$ cat config.mk
export PLATFORM = sky130hd
export DESIGN_NAME = run_ctrl
export DESIGN_NICKNAME = d
export VERILOG_FILES = /design/src/rtl/run_ctrl.sv
export SDC_FILE = /design/constraint.sdc
export NUM_CORES = 1
export LEC_CHECK = 0
export BUFFER_PORTS_ARGS = -buffer_cell sky130_fd_sc_hd__buf_2
export CORE_MARGIN = 1
export CORE_UTILIZATION = 30
export DETAILED_ROUTE_END_ITERATION = 16
export MAX_ROUTING_LAYER = met4
export PLACE_DENSITY = 0.56
export SKIP_LAST_GASP = 1
export SLEW_MARGIN = 20
export SYNTH_ARGS = -nofsm -noshare
export SYNTH_HDL_FRONTEND = slang
export SYNTH_SLANG_ARGS = --single-unit
$ cat constraint.sdc
create_clock -name clk -period 2.4 [get_ports clk]
set_input_delay 0.48 -clock clk [delete_from_list [all_inputs] [get_ports clk]]
set_output_delay 0.48 -clock clk [all_outputs]
set_load 0.02 [all_outputs]
$ cat src/rtl/run_ctrl.sv
// Run controller: turns a host req rising edge into a PC-enable run that ends on halt or watchdog,
// then holds ack/timeout and keeps run and cycle statistics.
module run_ctrl #(
  parameter int unsigned MAX_CYCLES = 1024,
  parameter int unsigned CNT_W      = 11
) (
  input  logic             clk,
  input  logic             reset,
  input  logic             req,
  input  logic             halt,
  output logic             pc_en,
  output logic             ack,
  output logic             busy,
  output logic             timeout,
  output logic [7:0]       run_count,
  output logic [CNT_W-1:0] cycle_count
);

  typedef enum logic [1:0] {
    IDLE = 2'd0,
    RUN  = 2'd1,
    DONE = 2'd2
  } state_t;

  localparam logic [CNT_W-1:0] LAST_CYCLE = CNT_W'(MAX_CYCLES - 1);

  state_t state;
  logic   req_q;
  logic   req_rise;

  assign req_rise = req & ~req_q;

  // busy is a register mirroring state==RUN; pc_en is the same registered signal
  assign pc_en = busy;

  always_ff @(posedge clk or posedge reset) begin
    if (reset) begin
      state       <= IDLE;
      req_q       <= 1'b0;
      busy        <= 1'b0;
      ack         <= 1'b0;
      timeout     <= 1'b0;
      run_count   <= 8'd0;
      cycle_count <= '0;
    end else begin
      req_q <= req;
      case (state)
        IDLE, DONE: begin
          if (req_rise) begin
            state       <= RUN;
            busy        <= 1'b1;
            ack         <= 1'b0;
            timeout     <= 1'b0;
            cycle_count <= '0;
          end
        end
        RUN: begin
          cycle_count <= cycle_count + CNT_W'(1);
          // halt takes priority over the watchdog in the same cycle
          if (halt || (cycle_count == LAST_CYCLE)) begin
            state   <= DONE;
            busy    <= 1'b0;
            ack     <= 1'b1;
            timeout <= ~halt;
            if (run_count != 8'hFF) begin
              run_count <= run_count + 8'd1;
            end
          end
        end
        default: begin
          state <= IDLE;
          busy  <= 1'b0;
        end
      endcase
    end
  end

endmodule

* Word level (Yosys, flattened, before mapping)
Cells that the tools add are included.
** Word-level totals
- Bits of input ports :: 4
- Logic and storage cells :: 39
- Bits in registers :: 25
- Output and inout port bits :: 23
** Cells by class
- Bitwise logic cells :: 3
- Add/sub/neg operators :: 2
- Equal/unequal tests :: 6
- Multiplexer cells :: 13
- Reduce and logical (&&, ||, !) cells :: 8
** Operators with widths (number)
- $pmux W11 S2 :: 1
- $add A11 B1 Y11 const B :: 1
- $eq A11 B10 Y1 const B :: 1
- $mux W11 :: 1
- $add A8 B1 Y8 const B :: 1
- $ne A8 B8 Y1 const B :: 1
- $pmux W1 S2 :: 3
- $reduce_and A3 Y1 :: 2
- $mux W1 :: 5
- $mux W2 :: 2
- $ne A2 B2 Y1 const B :: 2
- $pmux W2 S2 :: 1
- $reduce_and A2 Y1 :: 2
- $eq A2 B1 Y1 const B :: 1
- $eq A2 B2 Y1 const B :: 1
- $logic_not A2 Y1 :: 1
- $not A1 Y1 :: 2
- $reduce_bool A2 Y1 :: 1
- $reduce_or A2 Y1 :: 1
- $and A1 B1 Y1 :: 1
- $logic_or A1 B1 Y1 :: 1

* Longest topological paths before layout
Gate-level depths: netlist of run 1.
- Word-level depth :: 4
- Mapped depth :: 5
- Depth with buffers taken out :: 5

* Worst setup path before layout of run 1
No wires, ideal clock.
- Path kind :: flip-flop to flip-flop
- From :: register cycle_count[0]
- To :: register run_count[1]
- Path buffers :: 0
- Library setup time :: 0.128 ns
- Required time :: 2.272 ns
- Cell stages (with the launch flop) :: 6
- Clock period less this slack :: 1.934 ns
- Path slack :: 0.466 ns
- Arrival :: 1.807 ns
- Cells stage by stage :: dfrtp_1 -> ha_1 -> nand4b_1 -> o31a_2 -> nor2_4 -> mux2_1
** Between the ends
- Word-level cells in the longest chain between the ends :: 3
** Ends and longest elaborated chain
- from (decl) :: line 16 : output logic [CNT_W-1:0] cycle_count
- from (signal assigned) :: line 58 : cycle_count <= cycle_count + CNT_W'(1);
- $eq A11 B10 Y1 :: line 60 : if (halt || (cycle_count == LAST_CYCLE)) begin
- $logic_or A1 B1 Y1 :: line 60
- $reduce_and A3 Y1 (no line)
- to (signal assigned) :: line 66 : run_count <= run_count + 8'd1;
- to (decl) :: line 15 : output logic [7:0] run_count,
Every way passes these cells.
A chain may end at the register's enable or synchronous reset.

* Worst setup path in the final report of run 1
Same ends and word-level chain as after synthesis.

==> metrics.md, run 1 <==
| Metric | Value |
|---|---|
| Outcome | finished, final reports clean |
| Total grt overflow | 0 |
| Post-Syn Area per Cell | 10.8 um2 |
| Area Growth Syn to Fin | 18.9% |
| # H-tree levels | 1 |
| Fillcell total | 372 |
| Floorplan row count | 22 |
| Clock Skew | about 0.0046 ns |
| Fin. max-slew vios | 0 |
| TNS Setup | 0 ns |
| Vias/cell | 4.97 |
| Setup Viol. Count Final | 0 |
| Share of cells above drive strength 1 | 27.9% |
| Power per Cell Area | 864 nW/um2 |
| Seq/Total Area, Yosys | 49.7% |
| Vias | 935 |
| Num CTS Buffers | 3 |
| Power Total | 0.00124 W |
| Initial Utilization | 32.0% |
| Post-route cell area | 1440 um2 |
| Post-synth top area share | about half |
| GP Congestion | 0.789 |
| Async SR Flop Fraction | 100% |
| Initial DRT Pass Iterations | 4 |
| Crit-path max FO | 7 |
| DP Area | 1390 um2 |
| Largest area contributor in the netlist | dfrtp_1 |
| I/O Pins | 27 |
| Final WL | 2390 um |
| CP endpoint kind | flop |
| Worst vdd rail ir drop | 0.330 mV |
| Startpoint Class | flop |
| Avg WL per Cell | roughly 13 um |
| Port buffer count | 26 |
| Die area | 4280 um2 |
| Synth top area cells | dfrtp_1, nand2_1, nand3_1 |
| Global-route wire length before repair | 4230 um |
| DR DRC count | 0 |
| DRT antenna net count | 0 |
| Die height | between 60 and 70 um |
| Number of synthesized flops with an enable pin | 0 |
| GRT Total Usage | 13.3% |
| Final Hold Viols | 0 |
| Net count, final | 148 |
| Fin crit period | 2.00 ns |
| Max clock buf depth | 2 |
| Cts hold-fix bufs | 0 |
| Leak | 0.717 nW |
| Post-synth top flop | dfrtp_1 |
| DIE WIDTH | 65.4 um |
| CTS Sinks | 24 |
| Post-CTS Resized | 0 |
| Antenna violations before repair | 0 |
| Hold Path Class | in2async |
| Synth Register Bits | 24 |
| WP data arrival | 2.14 ns |
| Core Footprint | 3770 um2 |
| Distinct cell type count of the synthesized netlist | 36 |
| Post-synth net total | 118 |
| Root Buffer | clkbuf_8 |
| CP Data Required Time | about 2.5 ns |
| Kind of critical path | reg2reg |
| Largest net degree at the start of global routing | 25 |
| CTS tree | done |
| Number of diodes | 0 |
| Syn Inst Count | 112 |
| Setup repair bufs after CTS | 0 |
| Slew headroom | 70.8% |
| Final period util | 83.3% |
| Fmax | ~500 MHz |
| Number of global-route vias before repair | 900 |
| DR iter-0 viols | 25 |
| RSZ-0062 raised after global routing | false |
| YS warnings | 0 |
| Worst-skew pair later-pin latency | ~0.26 ns |
| Worst Tran Pin Value | about 0.44 ns |
| Synthesized area | 1210 um2 |
| Max-cap violations | 0 |
| Reg clk slew, reported paths | 0.08 ns |
| Dpl hpwl | 1780 um |
| Final hold slack | 0.257 ns |
-- worst max-delay path, stage by stage (launching register included) --
cell and delay, ns:
dfrtp_1 0.42, ha_1 0.31, nand4b_1 0.25, o31a_2 0.42, nor2_4 0.15, mux2_1 0.33
-- cell usage in the layout (no fill, tap or decap), drive strengths merged --
master,synthesis,final
buf,1,27
dfrtp,24,24
nand2,17,17
nand3,10,10
o21ai,7,7
mux2i,4,4
inv,4,4
xor2,4,4
nor2,4,4
nor3,4,4
nand4,4,4
a21oi,3,3
clkbuf,1,3
o31ai,3,3
nand3b,2,2
a41oi,2,2
mux2,2,2
nand2b,2,2
ha,2,2
nand4b,2,2
or3b,1,1
and4b,1,1
and3,1,1
and4,1,1
o31a,1,1
a31oi,1,1
and2,1,1
or2b,1,1
o211ai,1,1
o211a,1,1
-- worst paths after layout --
check	from	end	slack [ns]	cells past startpoint
setup / recovery	cycle_count[0]	run_count[1]	0.40	5
hold / removal	reset	cycle_count[9]	0.26	3
setup reg to reg	cycle_count[0]	run_count[1]	0.40	5
hold reg to reg	ack	ack	0.50	2
max in group asynchronous	reset	state[1]	1.91	3
min in group clk	req	req_q	0.35	1
-- stage by stage --
stage / std cells / setup WS [ns] / util, %
floorplan: 112 / 0.466 / -
global placement: 185 / 0.507 / 37.0
detailed placement: 185 / 0.404 / 37.0
CTS: 188 / 0.388 / 38.1
global route: 188 / 0.271 / 38.1
finish: 188 / 0.400 / 38.1
-- flip-flops by register name, summed over array words and instances, names as in the netlist --
register,cells
ack,1
cycle_count,11
req_q,1
run_count,8
state,2
timeout,1
-- synthesized netlist by cell type (3+ instances only) --
cell,number
nor3_2,3
dfrtp_1,24
inv_1,4
a21oi_1,3
nor2_1,3
nand3_1,10
nand4_1,3
xor2_1,4
o21ai_1,5
mux2i_1,4
nand2_1,17
-- area by class of cell --
class	instances	area, um2	area share [%]
clock buffers	3	41.3	2.88
well taps	48	60.1	4.18
inverters	4	15.0	1.05
repair buffers	27	138	9.59
flip-flops and latches	24	601	41.8
multi-input cells	82	581	40.5
-- power by group --
group | switching (W) | leakage, nW | total [W] | internal (W)
combinational | 0.000256 | 0.385 | 0.000408 | 0.000152
clock | 0.000119 | 0.0216 | 0.000231 | 0.000112
sequential | 0.000110 | 0.310 | 0.000602 | 0.000492
-- cells by family after synthesis --
logic type | count (synthesis) | synth area share, %
AOI/OAI and AO/OA | 19 | 11.4
muxes | 6 | 5.18
xor gates and xnor gates | 4 | 2.90
and+or+nand+nor | 51 | 26.5
DFF | 24 | 49.7
adders and majority gates | 2 | 2.07
buffers and inverters | 6 | 2.18
-- metal layers --
metal / track usage (%) / part of all wire [%] / vias up
met5: - / 0 / -
met4: 5.71 / 1.6 / 0
li1: - / - / 468
met3: 2.60 / 3.9 / 4
met1: 17.6 / 51 / 446
met2: 19.7 / 43 / 17
Note: power is estimated with default switching activity, not from simulation.
==> inputs of run 2 (changes only) <==
- ABC_AREA: default -> 1
- PLACE_DENSITY: 0.56 -> 0.58
- clock period: 2.4 -> 1.8 ns (I/O delays scaled with it)
==> run 2 against run 1 <==
Net effect: cell count is 25% higher; utilization fell by 0.68 points; total power increased by 28%; worst hold slack got worse by 0.13 ns; synthesized cell count increased by 39%; largest cell class unchanged.
==> metrics.md, run 2 <==
| Metric | Value |
|---|---|
| Worst stage delay on the critical path | 0.42 ns (about the same) |
| Core Footprint | 4060 um2 (+7.6%) |
| Vias | 1,112 (+19%) |
| Final Hold Viols | 0 (unchanged) |
| Num CTS Buffers | 3 (unchanged) |
| Core Util, Final | 37.4% (-0.68 points) |
| TNS Setup | 0 ns (unchanged) |
| Area Growth Syn to Fin | 18.6% |
| Port buffer count | 26 (unchanged) |
| Initial Utilization | 31.5% (-0.50 points) |
| Crit-path max FO | 8 (+1) |
| Final hold slack | 0.128 ns (-0.129 ns) |
| Worst vdd rail ir drop | 0.496 mV (+51%) |
| Slowest cell on the critical path | dfrtp_1 |
| Share of cells above drive strength 1 | 24.3% (-3.5 points) |
| Final period util | 83.9% (+0.63 points) |
| Largest net degree at the start of global routing | 25 (unchanged) |
| Avg WL per Cell | 11.4 um (-11%) |
| Post-CTS Resized | 0 (unchanged) |
| Distinct cell type count of the synthesized netlist | 26 (-28%) |
| Fin. max-slew vios | 0 (unchanged) |
| Floorplan row count | 23 (+4.5%) |
| Hold Path Class | in2async |
| Number of synthesized flops with an enable pin | 0 (unchanged) |
| Synthesized area | 1280 um2 (+5.9%) |
| Max-cap violations | 0 (unchanged) |
| Most common cell in the synthesized netlist | nand2_1 |
| Register bank with the most flops | cycle_count |
| Setup repair bufs after CTS | 0 (unchanged) |
| Fin crit period | 1.51 ns (-0.489 ns) |
| Final WL | 2670 um (+12%) |
| Post-synth net total | 162 (+37%) |
| Slew headroom | 69.0% (-1.9 points) |
| Root Buffer | clkbuf_8 |
| DRT antenna net count | 0 (unchanged) |
| Antenna violations before repair | 0 (unchanged) |
| Post-route cell area | 1520 um2 (+5.7%) |
| Setup Viol. Count Final | 0 (unchanged) |
| Post-Syn Area per Cell | 8.20 um2 (-24%) |
| Power per Cell Area | 1050 nW/um2 (+21%) |
| Synth Register Bits | 24 (unchanged) |
| Die area | 4530 um2 (+5.7%) |
| Regs by FF count | cycle_count (11), run_count (8), state (2) |
| CTS Sinks | 24 (unchanged) |
| Most frequent cells in the layout | nand2_1, buf_2, dfrtp_1 |
| Max clock buf depth | 2 (unchanged) |
| # H-tree levels | 1 (unchanged) |
| Crit-path leading delay family | simple AND/OR/NAND/NOR gates |
| Largest area contributor in the netlist | dfrtp_1 |
| Worst-skew pair later-pin latency | 0.27 ns (about the same) |
| Outcome | finished, final reports clean |
| Die height | 67.3 um (+2.8%) |
| Initial DRT Pass Iterations | 4 (unchanged) |
| Vias/cell | 4.73 (-4.9%) |
| Post-synth top flop | dfrtp_1 |
| DR DRC count | 0 (unchanged) |
| Worst path bufs/invs | 0 (unchanged) |
| DIE WIDTH | 67.3 um (+2.8%) |
| DP Area | 1460 um2 (+4.8%) |
| Clock Skew | 0.00411 ns (-0.000489 ns) |
| Global-route wire length before repair | 4620 um (+9.3%) |
| Total grt overflow | 0 (unchanged) |
| Startpoint Class | flop |
| Largest register FFs | 11 (unchanged) |
| Kind of critical path | reg2reg |
| CP endpoint kind | flop |
| YS warnings | 0 (unchanged) |
| Worst Tran Pin Value | 0.465 ns (+0.0292 ns) |
| Cts hold-fix bufs | 0 (unchanged) |
| DR iter-0 viols | 81 (+220%) |
| Number of global-route vias before repair | 1,065 (+18%) |
| Net count, final | 192 (+30%) |
| GP Congestion | 0.770 (-2.4%) |
| CP Data Required Time | 1.96 ns (-0.58 ns) |
| Post-synth top area share | 47.0% (-2.8 points) |
| Dpl hpwl | 1890 um (+6.6%) |
| Syn Inst Count | 156 (+39%) |
| Synth top cells by count | nand2_1, dfrtp_1, inv_1 |
| Fmax | 662 MHz (+32%) |
| GRT Total Usage | 13.7% (+0.44 points) |
| Synth top area cells | dfrtp_1, nand2_1, nand4_1 |
| Seq/Total Area, Yosys | 47.0% (-2.8 points) |
| RSZ-0062 raised after global routing | false |
| Worst path cell trace | ha_1 > nand2_2 > nor2_4 > nand3_2 > nand2_2 > nand3_2 > nand2_1 > nand2_1 |
| Leak | 0.830 nW (+16%) |
| Async SR Flop Fraction | 100% (unchanged) |
| Commonest non-fill, non-tap cell in the layout | nand2_1 |
| I/O Pins | 27 (unchanged) |
| CTS tree | done |
| Number of diodes | 0 (unchanged) |
| Reg clk slew, reported paths | 0.09 ns (about the same) |
| WP data arrival | 1.67 ns (-0.47 ns) |
run 2: changes by cell type after synthesis, sizes merged, moves of 3 or more:
cell and delta:
nor3 -3, buf +4, nor2 +7, nand4 +8
o31ai -3, xor2 -3, nand3 +6, nand2 +32
inv +14, mux2i -3
run 2: path summary, 6_finish.rpt:
path / from / to / slack (ns) / cells after the start
max in group asynchronous: reset / cycle_count[2] / 1.43 / 3
setup / recovery: cycle_count[0] / run_count[5] / 0.29 / 8
hold reg to reg: ack / ack / 0.49 / 2
setup reg to reg: cycle_count[0] / run_count[5] / 0.29 / 8
hold / removal: reset / run_count[6] / 0.13 / 3
min in group clk: req / req_q / 0.21 / 1
run 2: worst min-delay path, stage by stage:
cell   delay (ns)
buf_2        0.09
inv_1        0.04
buf_4        0.30
run 2: where the power goes:
group          internal (W)  switching, W  total, W
logic              0.000171      0.000315  0.000485
registers          0.000633      0.000107  0.000739
clock network      0.000195      0.000172  0.000367
run 2: layout make-up:
type                    count  area, um2
multi-input cells         109        571
flip-flops and latches     24        601
inverters                  18       67.6
well taps                  50       62.6
fillers                   435       2540
repair buffers             30        160
clock buffers               4       55.1
run 2: logic make-up after synthesis:
group | after synthesis | synth area share (%)
AO/OA/AOI/OAI | 14 | 6.56
XOR/XNOR | 3 | 2.06
adder cells (fa/ha/maj) | 2 | 1.96
buffers and inverters | 23 | 8.41
flip-flops | 24 | 47.0
multiplexers | 1 | 0.783
AND/OR/NAND/NOR | 89 | 33.3
run 2: routing by layer:
layer | vias to the layer above | global-route usage [%] | share of wire, %
met5 | - | - | 0
met4 | 0 | 2.93 | 0.49
met3 | 2 | 3.55 | 3.2
met2 | 19 | 23.3 | 48
met1 | 523 | 16.3 | 48
li1 | 568 | - | -
run 2: per-stage QoR:
stage | cells | setup slack, ns | power [W]
after detailed placement | 231 | 0.287 | 0.00124
after global routing | 235 | 0.131 | 0.00171
after global placement | 231 | 0.321 | 0.00123
after CTS | 235 | 0.278 | 0.00161
final | 235 | 0.289 | 0.00159
after floorplan | 156 | 0.365 | 0.00108
